$ cat config.mk
export PLATFORM = sky130hd
export DESIGN_NAME = fmul_post
export DESIGN_NICKNAME = d
export VERILOG_FILES = /design/src/rtl/fp_pkg.sv /design/src/rtl/fp_round_rne.sv /design/src/rtl/fmul_post.sv
export SDC_FILE = /design/constraint.sdc
export NUM_CORES = 1
export LEC_CHECK = 0
export ABC_CLOCK_PERIOD_IN_PS = 6100
export CAP_MARGIN = 20
export CORE_MARGIN = 3
export CORE_UTILIZATION = 33
export DETAILED_ROUTE_END_ITERATION = 10
export RECOVER_POWER = 50
export SYNTH_ARGS = -nofsm -noshare
export SYNTH_HDL_FRONTEND = slang
export SYNTH_SLANG_ARGS = --single-unit
$ cat constraint.sdc
create_clock -name clk -period 6.1 [get_ports clk]
set_input_delay 1.22 -clock clk [delete_from_list [all_inputs] [get_ports clk]]
set_output_delay 1.22 -clock clk [all_outputs]
set_load 0.01 [all_outputs]
$ cat src/rtl/fp_pkg.sv
// Shared FP32 constants, flag layout and packing helper for the VFPU back-ends.
package fp_pkg;

    localparam int EXP_BITS  = 8;
    localparam int FRAC_BITS = 23;
    localparam int MANT_BITS = FRAC_BITS + 1;
    localparam int BIAS      = 127;
    localparam int EXP_MAX   = 2 * BIAS + 1;

    localparam logic [31:0] CANON_QNAN = 32'h7FC0_0000;

    localparam int FLAG_INEXACT = 0;
    localparam int FLAG_UNF     = 1;
    localparam int FLAG_OVF     = 2;

    // Field order matches the FLAG_* bit positions above.
    typedef struct packed {
        logic ovf;
        logic unf;
        logic inexact;
    } fp_flags_t;

    function automatic logic [31:0] fp_pack(input logic sign,
                                            input logic [EXP_BITS-1:0] exp,
                                            input logic [FRAC_BITS-1:0] frac);
        return {sign, exp, frac};
    endfunction

endpackage

$ cat src/rtl/fp_round_rne.sv
// Round-to-nearest-even of a normalised mantissa with guard/sticky; bumps the
// exponent when rounding carries out of the mantissa.
module fp_round_rne
    import fp_pkg::*;
#(
    parameter int E_W = 12
) (
    input  logic [MANT_BITS-1:0] m,
    input  logic                 g,
    input  logic                 s,
    input  logic signed [E_W-1:0] e,
    output logic [FRAC_BITS-1:0] frac,
    output logic signed [E_W-1:0] e_out,
    output logic                 inexact
);

    logic           inc;
    logic [MANT_BITS:0] m_r;
    logic           unused_hidden;

    assign inc     = g & (s | m[0]);
    assign m_r     = {1'b0, m} + {{MANT_BITS{1'b0}}, inc};
    assign inexact = g | s;

    // A carry out means the mantissa became 2.0: renormalise to 1.0, exponent + 1.
    assign frac    = m_r[MANT_BITS] ? '0 : m_r[FRAC_BITS-1:0];
    assign e_out   = m_r[MANT_BITS] ? e + E_W'(1) : e;

    assign unused_hidden = m_r[FRAC_BITS];

endmodule

$ cat src/rtl/fmul_post.sv
// FP32 multiplier back-end: CPA, normalise, RNE round and pack in a 3-stage
// pipeline with a global-stall valid/ready handshake.
module fmul_post
    import fp_pkg::*;
#(
    parameter int          EXP_W = 10,
    parameter logic [31:0] QNAN  = CANON_QNAN
) (
    input  logic                    clk,
    input  logic                    rst_n,
    input  logic                    in_valid,
    output logic                    in_ready,
    input  logic [47:0]             in_carry,
    input  logic [47:0]             in_sum,
    input  logic                    in_sign,
    input  logic signed [EXP_W-1:0] in_exp,
    input  logic                    in_zero,
    input  logic                    in_inf,
    input  logic                    in_nan,
    output logic                    out_valid,
    input  logic                    out_ready,
    output logic [31:0]             out_result,
    output logic                    out_ovf,
    output logic                    out_unf,
    output logic                    out_inexact
);

    // Two guard bits absorb the normalise and rounding increments.
    localparam int EW = EXP_W + 2;
    localparam logic signed [EW-1:0] E_OVF = EW'(EXP_MAX);
    localparam logic signed [EW-1:0] E_UNF = '0;

    logic en;

    logic                    v1, v2;
    logic [47:0]             p1;
    logic signed [EXP_W-1:0] exp1;
    logic                    sign1, zero1, inf1, nan1;

    logic [MANT_BITS-1:0]    m2;
    logic                    g2, s2;
    logic signed [EW-1:0]    e2;
    logic                    sign2, zero2, inf2, nan2;

    logic signed [EW-1:0]    exp1_ext;
    logic [MANT_BITS-1:0]    m_n;
    logic                    g_n, s_n;
    logic signed [EW-1:0]    e_n;

    logic [FRAC_BITS-1:0]    frac_r;
    logic signed [EW-1:0]    e_r;
    logic                    nx_r;

    logic [31:0]             res_c;
    fp_flags_t               flags_c, flags_q;

    // NOTE: one enable for every stage; a stalled output freezes the whole pipe.
    assign en       = ~out_valid | out_ready;
    assign in_ready = en;

    assign exp1_ext = {{2{exp1[EXP_W-1]}}, exp1};

    always_comb begin
        // NOTE: defaults first so no path through this block infers a latch.
        m_n = p1[46:23];
        g_n = p1[22];
        s_n = |p1[21:0];
        e_n = exp1_ext;
        if (p1[47]) begin
            m_n = p1[47:24];
            g_n = p1[23];
            s_n = |p1[22:0];
            e_n = exp1_ext + EW'(1);
        end
    end

    fp_round_rne #(.E_W(EW)) u_round (
        .m       (m2),
        .g       (g2),
        .s       (s2),
        .e       (e2),
        .frac    (frac_r),
        .e_out   (e_r),
        .inexact (nx_r)
    );

    always_comb begin
        res_c   = '0;
        flags_c = '0;
        if (nan2) begin
            res_c = QNAN;
        end else if (inf2) begin
            res_c = fp_pack(sign2, '1, '0);
        end else if (zero2) begin
            res_c = fp_pack(sign2, '0, '0);
        end else if (e_r >= E_OVF) begin
            res_c           = fp_pack(sign2, '1, '0);
            flags_c.ovf     = 1'b1;
            flags_c.inexact = 1'b1;
        end else if (e_r <= E_UNF) begin
            res_c           = fp_pack(sign2, '0, '0);
            flags_c.unf     = 1'b1;
            flags_c.inexact = 1'b1;
        end else begin
            res_c           = fp_pack(sign2, e_r[EXP_BITS-1:0], frac_r);
            flags_c.inexact = nx_r;
        end
    end

    // Control and output registers: reset clears them, dropping in-flight beats.
    always_ff @(posedge clk) begin
        if (!rst_n) begin
            v1         <= 1'b0;
            v2         <= 1'b0;
            out_valid  <= 1'b0;
            out_result <= '0;
            flags_q    <= '0;
        end else if (en) begin
            // NOTE: non-blocking so each stage samples the previous stage's old value.
            v1         <= in_valid;
            v2         <= v1;
            out_valid  <= v2;
            out_result <= v2 ? res_c : '0;
            flags_q    <= v2 ? flags_c : '0;
        end
    end

    // NOTE: datapath registers carry no reset; the valid bits qualify them.
    always_ff @(posedge clk) begin
        if (en) begin
            p1    <= in_carry + in_sum;
            exp1  <= in_exp;
            sign1 <= in_sign;
            zero1 <= in_zero;
            inf1  <= in_inf;
            nan1  <= in_nan;

            m2    <= m_n;
            g2    <= g_n;
            s2    <= s_n;
            e2    <= e_n;
            sign2 <= sign1;
            zero2 <= zero1;
            inf2  <= inf1;
            nan2  <= nan1;
        end
    end

    assign out_ovf     = flags_q.ovf;
    assign out_unf     = flags_q.unf;
    assign out_inexact = flags_q.inexact;

endmodule

==> results of run 1 <==
final cells by class:
type,count,area (sq um),area share [%]
Clock inverter,10,73.82,0.6758
Inverter,22,85.08,0.7788
Tap cell,330,412.9,3.780
Multi-Input combinational cell,648,4461,40.83
Clock buffer,22,518.0,4.742
Sequential cell,141,3854,35.28
Timing Repair Buffer,153,1520,13.92
cell families after synthesis:
logic type,count (synthesis)
AO/OA/AOI/OAI,213
XOR/XNOR,74
adder cells (fa/ha/maj),52
buffers and inverters,49
flip-flops,141
multiplexers,28
AND/OR/NAND/NOR,281
synthesized netlist by cell type (all sizes together), types with 7 or more instances:
master    n  share of area, %
edfxtp  103                36
nand2    92               4.0
a21oi    57               3.4
nor2     56               2.5
ha       51               7.5
o21ai    50               3.8
xnor2    44               4.5
dfxtp    38               8.9
nand3    30               1.8
xor2     30               3.1
mux2     25               3.3
inv      22              0.97
clkbuf   17              0.75
a21o     16               1.4
and3     16               1.2
nand4    15               1.1
nor3     12              0.70
o211ai   12               1.1
and2     11              0.81
o21bai   11              0.97
a211oi   10              0.88
buf      10              0.89
nand2b    9              0.66
nor4      9              0.66
a31oi     8              0.59
or2       7              0.51
layout by cell type (no fill, tap or decap), drive strengths merged, types with 12 or more instances in the layout:
| cell type | synthesis | routed |
|---|---|---|
| edfxtp | 103 | 103 |
| a21o | 16 | 16 |
| nand2 | 92 | 92 |
| nand3 | 30 | 30 |
| and3 | 16 | 16 |
| xnor2 | 44 | 44 |
| clkdlybuf4s50 | 0 | 101 |
| dlygate4sd3 | 0 | 49 |
| a21oi | 57 | 57 |
| o211ai | 12 | 12 |
| nor3 | 12 | 12 |
| ha | 51 | 51 |
| mux2 | 25 | 25 |
| nor2 | 56 | 56 |
| inv | 22 | 25 |
| o21ai | 50 | 50 |
| clkbuf | 17 | 23 |
| nand4 | 15 | 15 |
| dfxtp | 38 | 38 |
| xor2 | 30 | 30 |
registers in the layout (all words and copies together), names as in the netlist:
| register | flops |
|---|---|
| p1 | 48 |
| out_result | 32 |
| m2 | 24 |
| e2 | 11 |
| exp1 | 10 |
| g2 | 1 |
| inf1 | 1 |
| inf2 | 1 |
| nan1 | 1 |
| nan2 | 1 |
| out_inexact | 1 |
| out_ovf | 1 |
| out_unf | 1 |
| out_valid | 1 |
| s2 | 1 |
| sign1 | 1 |
| sign2 | 1 |
| v1 | 1 |
| v2 | 1 |
| zero1 | 1 |
| zero2 | 1 |
routing by layer:
| layer | GRT usage, % | vias to the layer above | share of wire (%) |
|---|---|---|---|
| li1 | - | 3419 | - |
| met3 | 2.587 | 14 | 3.3 |
| met2 | 22.37 | 139 | 46 |
| met4 | 3.981 | 0 | 1.3 |
| met1 | 18.87 | 2961 | 49 |
| met5 | 0 | - | 0 |
power breakdown:
group	internal (mW)	switching (mW)	total, mW	leakage (nW)
sequential	1.22	0.111	1.33	1.38
clock	0.607	0.396	1.00	0.290
combinational	0.318	0.316	0.634	2.49
final timing paths:
kind	from	end	depth (start not counted)
worst max-delay path	out_ready	in_ready	4
worst min-delay path	nan1$_DFFE_PP_	nan2$_DFFE_PP_	0
worst max register to register	s2$_DFFE_PP_	out_result[18]$_SDFFE_PN0P_	12
worst min register to register	nan1$_DFFE_PP_	nan2$_DFFE_PP_	0
==> metrics.cfg, run 1 <==
[layout]
fin_cells = 1326
antenna_cells = 0
area_delta_synth_final_pct = 27.96
drive_above_1_share_pct = 9.036
final_util_pct = 43.13
stdcell_area_sq_um = 10920
final.fill_count = 2423
nets = 1149

[synthesis]
synth_top_family_by_area = compound AO/OA/AOI/OAI gates
synthCells = 838
syn_nets = 1004
async_reset_ff_share_pct = 0
yosys_warnings = 0
synth_seq_area_share_pct = 45.14
syn-cell-area_sq_um = 8537
synth_simple_gate_area_share_pct = 16.28
synthAdderAreaFrac_pct = 7.709
ys_types = 70
avgSynthCellArea_sq_um = 10.19
ys_ff_latch = 141
synth_edf_count = 103
synth-xor-area-share_pct = 7.592
ys.flop_type = edfxtp_1
synthMuxAreaShare_pct = 3.649
synth_compound_area_share_pct = 17.02

[placed_design]
place_area_sq_um = 10340
place_inst = 1294
routabilityCongestion = 0.8592
numPortBuffers = 150
dp_slack_ns = 1.518
dp_hpwl_um = 15080

[clocking]
root_buffer = clkbuf_16
htreeDepth = 4
cts_buffers = 17
postCtsResizedCells = 0
cts_hold_buf = 0
clk_pin_slew_ns = 0.06
clock_latency_ns = 0.41
postCtsSetupRepairBufs = 0
clkSinkCount = 141
cts_tree = yes
cts_buffer_depth = 2

[min_path]
hold_path_class = reg2reg

[outcome]
status = complete, but fails checks
violations = max-capacitance violations, max-slew violations

[timing]
setup_viol = 0
rsz0062_at_grt = no
slew_headroom_pct = -0.4807
fin_skew_ns = 0.01210
layout_setup_ws_ns = 1.698
fin_crit_sh_pct = 72.16
worst_pin_slew_ns = 1.507
fin_crit_ns = 4.402
hold-worst-slack_ns = 0.4132
tns_ns = 0
fmax_mhz = 227.2
finalHoldViolCount = 0
drv_slew = 33

[setup_path]
worstPathRequired_ns = 4.88
critPathMaxFanout = 51
path_delay_family = buffers and inverters
cp.arrival_ns = 3.18
cp_num_buf_inv = 3
path_cells = dlygate4sd3_1 > nor2b_1 > inv_4 > clkdlybuf4s50_1
crit_path_max_incr_delay_ns = 0.63
crit_slowest_cell = clkdlybuf4s50_1
worstSetupStartpointType = input port
worstSetupPathType = in2out
end_kind = primary output
rrSetupSlack_ns = 1.95

[power_and_ir_drop]
leakagePower_nw = 4.165
irDropWorstVdd_mv = 0.1616
cellPowerDensity_nw_per_um2 = 271.5
p_total_mw = 2.966

[route]
firstDrtPassIters = 4
via_per_inst = 4.927
drc = 0
wl_per_cell_um = 14.44
wl_um = 19140
ant_nets = 0
num_vias = 6533
drtIter0Drc = 309

[flow_run]
max-cap-violations = 1

[global_route]
globalRouteTotalUtil_pct = 13.79
grt_max_degree = 59
grt_pass1_wl_um = 31760
grt_overflow = 0
grt_pass1_vias = 6473
antenna_found_initial = 0

[floorplan]
dieArea_sq_um = 27840
start_util_pct = 33.71
ioPinCount = 151
num_rows = 58
coreArea_sq_um = 25330
die_w_um = 166.8
dieHeight_um = 166.8

(Power assumes the default switching activity.)
==> run 2, diff against run 1 <==
Settings changed: ABC_CLOCK_PERIOD_IN_PS 6100 to 3600.
Clock period 6.1 ns to 3.6 ns, I/O delays scaled along.
==> metrics.cfg, run 2 (same netlist as run 1, synthesis figures left out) <==
[route]
wl_per_cell_um = 14.21  ; was 14.44 um
via_per_inst = 4.877  ; was 4.927
drc = 0  ; unchanged
ant_nets = 0  ; unchanged
num_vias = 6930  ; was 6533
wl_um = 20200  ; was 19140 um
drtIter0Drc = 307  ; was 309
firstDrtPassIters = 4  ; unchanged

[clocking]
clock_latency_ns = 0.41  ; about the same
cts_hold_buf = 0  ; unchanged
cts_buffer_depth = 2  ; unchanged
cts_buffers = 17  ; unchanged
clkSinkCount = 141  ; unchanged
clk_pin_slew_ns = 0.06  ; about the same
cts_tree = yes  ; unchanged
htreeDepth = 4  ; unchanged
postCtsSetupRepairBufs = 0  ; unchanged
root_buffer = clkbuf_16  ; unchanged

[layout]
area_delta_synth_final_pct = 36.44  ; was 27.96%
drive_above_1_share_pct = 17.51  ; was 9.036%
final_common_cell = clkdlybuf4s50_1  ; was edfxtp_1
final.fill_count = 2372  ; was 2423
final_cell_mix = 120 x clkdlybuf4s50_1, 103 x edfxtp_1, 92 x nand2_1, 92 x buf_4  ; was 103 x edfxtp_1, 101 x clkdlybuf4s50_1, 92 x nand2_1
nets = 1244  ; was 1149
regMostFlops = p1  ; unchanged
largestRegisters = p1 x48, out_result x32, m2 x24  ; unchanged
largest_register_ffs = 48  ; unchanged
final_util_pct = 45.99  ; was 43.13%
antenna_cells = 0  ; unchanged

[timing]
finalHoldViolCount = 0  ; unchanged
fin_skew_ns = 0.01195  ; was 0.01210 ns
setup_viol = 0  ; unchanged
slew_headroom_pct = 6.241  ; was -0.4807%
fin_crit_sh_pct = 96.47
fin_crit_ns = 3.473
worst_pin_slew_ns = 1.406  ; was 1.507 ns
layout_setup_ws_ns = 0.1270  ; was 1.698 ns
drv_slew = 0  ; was 33
fmax_mhz = 287.9

[placed_design]
routabilityCongestion = 0.8580  ; was 0.8592
dp_hpwl_um = 15930  ; was 15080 um
numPortBuffers = 150  ; unchanged
dp_slack_ns = -0.3584  ; was 1.518 ns

[global_route]
grt_max_degree = 107  ; was 59
grt_overflow = 0  ; unchanged
met1_usage_pct = 19.39  ; was 18.87%
busiest_layer = met2  ; unchanged
grt_pass1_wl_um = 33060  ; was 31760 um
use_met3_pct = 2.516  ; was 2.587%
use_met2_pct = 23.52  ; was 22.37%
globalRouteTotalUtil_pct = 14.29  ; was 13.79%
antenna_found_initial = 0  ; unchanged
grt_pass1_vias = 6817  ; was 6473

[floorplan]
dieHeight_um = 166.8  ; unchanged
coreArea_sq_um = 25330  ; unchanged
num_rows = 58  ; unchanged
start_util_pct = 33.71  ; unchanged
ioPinCount = 151  ; unchanged
die_w_um = 166.8  ; unchanged
dieArea_sq_um = 27840  ; unchanged

[power_and_ir_drop]
irDropWorstVdd_mv = 0.2791  ; was 0.1616 mV
leakagePower_nw = 4.526  ; was 4.165 nW
cellPowerDensity_nw_per_um2 = 439.1  ; was 271.5 nW/um^2

[setup_path]
cp.arrival_ns = 3.63  ; was 3.18 ns
end_kind = register  ; was primary output
rrSetupSlack_ns = 0.26  ; was 1.95 ns
worstPathRequired_ns = 3.76  ; was 4.88 ns
worstSetupStartpointType = input port  ; unchanged
critPathMaxFanout = 3  ; was 51
worstSetupPathType = in2reg  ; was in2out

[flow_run]
max-cap-violations = 0  ; was 1

[min_path]
hold_path_class = reg2reg  ; unchanged

[outcome]
status = finished clean  ; was complete, but fails checks

## run 2: power by group
group / internal (mW) / switching (mW) / total, mW
Combinational: 0.644 / 0.554 / 1.20
Clock: 0.961 / 0.692 / 1.65
Sequential: 2.07 / 0.196 / 2.26
## run 2: per-layer routing
layer	vias up	part of all wire, %
met5	-	0
met2	151	47
met3	22	3.8
met1	3143	47
met4	0	2.0
li1	3614	-
## run 2: worst paths after layout
| kind | start | end | depth (start not counted) |
|---|---|---|---|
| setup / recovery | in_carry[18] | p1[37]$_DFFE_PP_ | 10 |
| hold / removal | nan1$_DFFE_PP_ | nan2$_DFFE_PP_ | 0 |
| setup reg to reg | s2$_DFFE_PP_ | out_result[7]$_SDFFE_PN0P_ | 13 |
| hold reg to reg | nan1$_DFFE_PP_ | nan2$_DFFE_PP_ | 0 |
## run 2: final cells by class
type / instances / area [sq um] / area share [%]
multi-input cells: 650 / 4516 / 38.77
inverters: 22 / 83.83 / 0.7197
flip-flops and latches: 141 / 3854 / 33.09
well taps: 330 / 412.9 / 3.545
clock inverters: 14 / 137.6 / 1.182
repair buffers: 246 / 2215 / 19.01
clock buffers: 18 / 429.2 / 3.685
## run 2: metrics by stage
stage / std cells / TNS [ns] / hold slack [ns] / total power [mW] / area (sq um)
after detailed placement: 1387 / -2.602 / 0.4045 / 3.505 / 11050
after global placement: 1387 / -2.261 / 0.4030 / 3.489 / 11050
after CTS: 1419 / 0 / 0.4124 / 5.185 / 11620
final: 1421 / 0 / 0.4092 / 5.114 / 11650
after floorplan: 838 / 0 / 0.4003 / 2.995 / 8543
after global routing: 1421 / -0.002661 / 0.4303 / 5.422 / 11650
## run 2: repair_timing
item | 4_1_cts | 5_1_grt
pin swaps | 0 | 2
gates cloned | 0 | 2
hold endpoints to repair | 0 | 0
endpoints found under the setup margin | 3 | 27
resized for setup | 1 | 9
## run 2: critical path, cell delays in order
cell	delay, ns
clkdlybuf4s50_1	0.40
ha_1	0.31
nand4_1	0.14
a2111oi_0	0.50
o31ai_1	0.23
a2111o_1	0.47
a31o_2	0.26
a31oi_1	0.21
nor4_1	0.07
a311o_1	0.33
==> run 3, diff against run 2 <==
Settings changed: DONT_BUFFER_PORTS set to 1.
==> metrics.cfg, run 3 (same netlist as run 1, synthesis figures left out) <==
[layout]
final.fill_count = 2453  ; was 2372
area_delta_synth_final_pct = 11.97  ; was 36.44%
regMostFlops = p1  ; unchanged
largest_register_ffs = 48  ; unchanged
final_cell_mix = 103 x edfxtp_1, 92 x nand2_1, 56 x a21oi_1, 56 x nor2_1, 51 x ha_1  ; was 120 x clkdlybuf4s50_1, 103 x edfxtp_1, 92 x nand2_1, 92 x buf_4
nets = 1020  ; was 1244
stdcell_area_sq_um = 9559  ; was 11650 sq um
drive_above_1_share_pct = 12.57  ; was 17.51%
largestRegisters = p1 x48, out_result x32, m2 x24  ; unchanged
antenna_cells = 0  ; unchanged
final_common_cell = edfxtp_1  ; was clkdlybuf4s50_1

[flow_run]
max-cap-violations = 1  ; was 0

[power_and_ir_drop]
clockPowerShare_pct = 34.2  ; was 32.3%
irDropWorstVdd_mv = 0.2306  ; was 0.2791 mV
power_frac_seq_pct = 46.1  ; was 44.2%
combPwrFrac_pct = 19.7  ; was 23.4%
leakagePower_nw = 3.574  ; was 4.526 nW
p_total_mw = 4.911  ; was 5.114 mW
internal_power_mw = 3.512  ; was 3.671 mW
cellPowerDensity_nw_per_um2 = 513.7  ; was 439.1 nW/um^2
swShare_pct = 28.49  ; was 28.22%
p_switching_mw = 1.399  ; was 1.443 mW

[route]
wl_per_cell_um = 16.16  ; was 14.21 um
via_per_inst = 5.176  ; was 4.877
firstDrtPassIters = 4  ; unchanged
wl_met2_um = 9020  ; was 9551 um
highest_layer = met4  ; unchanged
m1WireLength_um = 9098  ; was 9488 um
num_vias = 6196  ; was 6930
wl_met3_um = 999  ; was 764 um
drtIter0Drc = 322  ; was 307
drc = 0  ; unchanged
ant_nets = 0  ; unchanged
wl_um = 19350  ; was 20200 um

[setup_path]
rr_startpoint = s2$_DFFE_PP_  ; unchanged
cpMostUsedCell = ha_1
end_kind = register  ; unchanged
rrSetupSlack_ns = 0.25  ; was 0.26 ns
critPathMaxFanout = 22  ; was 3
crit_path_max_incr_delay_ns = 0.51  ; was 0.50 ns
worstSetupPathType = reg2reg  ; was in2reg
r2r_cells = 12  ; was 13
crit_slowest_cell = or3_4  ; was a2111oi_0
path_delay_family = simple AND/OR/NAND/NOR gates  ; was compound AO/OA/AOI/OAI gates
cp_num_buf_inv = 0  ; was 1
path_cells = o21a_1 > ha_1 > ha_1 > nand3_2 > nor4b_4 > and4_4 > and3_1 > xnor2_1 > nor4_1 > or3_1 > or3_4 > o21ai_2  ; was clkdlybuf4s50_1 > ha_1 > nand4_1 > a2111oi_0 > o31ai_1 > a2111o_1 > a31o_2 > a31oi_1 > nor4_1 > a311o_1
cp.arrival_ns = 3.70  ; was 3.63 ns
worstPathRequired_ns = 3.95  ; was 3.76 ns
worstSetupStartpointType = register  ; was input port
timing.rr.end = out_result[15]$_SDFFE_PN0P_  ; was out_result[7]$_SDFFE_PN0P_

[timing]
fin_crit_ns = 3.348  ; was 3.473 ns
fmax_mhz = 298.6  ; was 287.9 MHz
drv_slew = 33  ; was 0
fin_crit_sh_pct = 93.01  ; was 96.47%
fin_skew_ns = 0.009970  ; was 0.01195 ns
slew_headroom_pct = -3.752  ; was 6.241%
hold-worst-slack_ns = 0.3935  ; was 0.4092 ns
setup_viol = 0  ; unchanged
finalHoldViolCount = 0  ; unchanged
rsz0062_at_grt = no
worst_pin_slew_ns = 1.556  ; was 1.406 ns

[floorplan]
die_w_um = 166.8  ; unchanged
dieHeight_um = 166.8  ; unchanged
dieArea_sq_um = 27840  ; unchanged
ioPinCount = 151  ; unchanged
start_util_pct = 33.71  ; unchanged
coreArea_sq_um = 25330  ; unchanged
num_rows = 58  ; unchanged

[global_route]
grt_pass1_wl_um = 31120  ; was 33060 um
antenna_found_initial = 0  ; unchanged
grt_overflow = 0  ; unchanged
grt_max_degree = 107  ; unchanged
globalRouteTotalUtil_pct = 13.67  ; was 14.29%
grt_pass1_vias = 6134  ; was 6817

[clocking]
htreeDepth = 4  ; unchanged
root_buffer = clkbuf_16  ; unchanged
cts_tree = yes  ; unchanged
clk_pin_slew_ns = 0.06  ; about the same
cts_buffers = 17  ; unchanged
cts_buffer_depth = 2  ; unchanged
clkSinkCount = 141  ; unchanged
cts_hold_buf = 0  ; unchanged
clock_latency_ns = 0.42  ; was 0.41 ns

[placed_design]
dp_hpwl_um = 15050  ; was 15930 um
numPortBuffers = 0  ; was 150
place_area_sq_um = 9009  ; was 11050 sq um
routabilityCongestion = 0.8407  ; was 0.8580

[min_path]
hold_path_class = in2reg  ; was reg2reg
min_path_cells = 0  ; unchanged
whs_endpoint = sign1$_DFFE_PP_  ; was nan2$_DFFE_PP_
min-delay-start = in_sign  ; was nan1$_DFFE_PP_

[outcome]
status = complete, but fails checks  ; was finished clean
violations = max-capacitance violations, max-slew violations

run 3: worst max path at each step:
stage / to / start / slack (ns) / depth (start not counted)
after floorplan: out_result[10]$_SDFFE_PN0P_ / out_ready / 0.11 / 8
after global placement: out_result[14]$_SDFFE_PN0P_ / s2$_DFFE_PP_ / 0.08 / 12
after detailed placement: out_result[14]$_SDFFE_PN0P_ / s2$_DFFE_PP_ / -0.03 / 12
after CTS: out_result[10]$_SDFFE_PN0P_ / s2$_DFFE_PP_ / 0.04 / 11
after global routing: out_result[6]$_SDFFE_PN0P_ / s2$_DFFE_PP_ / 0.04 / 12
final: out_result[15]$_SDFFE_PN0P_ / s2$_DFFE_PP_ / 0.25 / 12
run 3: cell type report:
class / instances / area (sq um) / area share [%]
sequential: 141 / 3854 / 40.31
inverter: 22 / 83.83 / 0.8770
tap: 330 / 412.9 / 4.319
clock inverter: 12 / 108.9 / 1.139
clock buffer: 20 / 457.9 / 4.791
timing repair buffer: 24 / 172.7 / 1.806
multi-input combinational: 648 / 4469 / 46.75
run 3: layer usage:
layer	track usage (%)	vias to the layer above
met2	22.30	140
met3	3.513	17
met4	4.125	0
met5	0	-
li1	-	3164
met1	17.93	2875
run 3: metrics by stage:
step,worst slack (ns),TNS (ns),utilization (%),instances
after global routing,0.04496,0,37.74,1197
after global placement,0.08221,0,35.57,1165
after CTS,0.03634,0,37.81,1197
after floorplan,0.1097,0,-,838
final,0.2515,0,37.74,1197
after detailed placement,-0.03010,-0.4374,35.57,1165
run 3: power by group through the flow:
stage          Combinational [mW]  Sequential (mW)  Clock, mW
6_report                    0.968             2.26       1.68
5_1_grt                      1.09             2.30       1.79
4_1_cts                     0.980             2.26       1.72
3_5_place_dp                0.971             2.30          0
3_3_place_gp                0.967             2.29          0
2_1_floorplan               0.777             2.22          0
run 3: what timing repair did:
item,CTS,global route
resized for setup,1,3
endpoints found under the setup margin,22,26
pin swaps,0,2
setup buffers,0,0
gates cloned,0,0
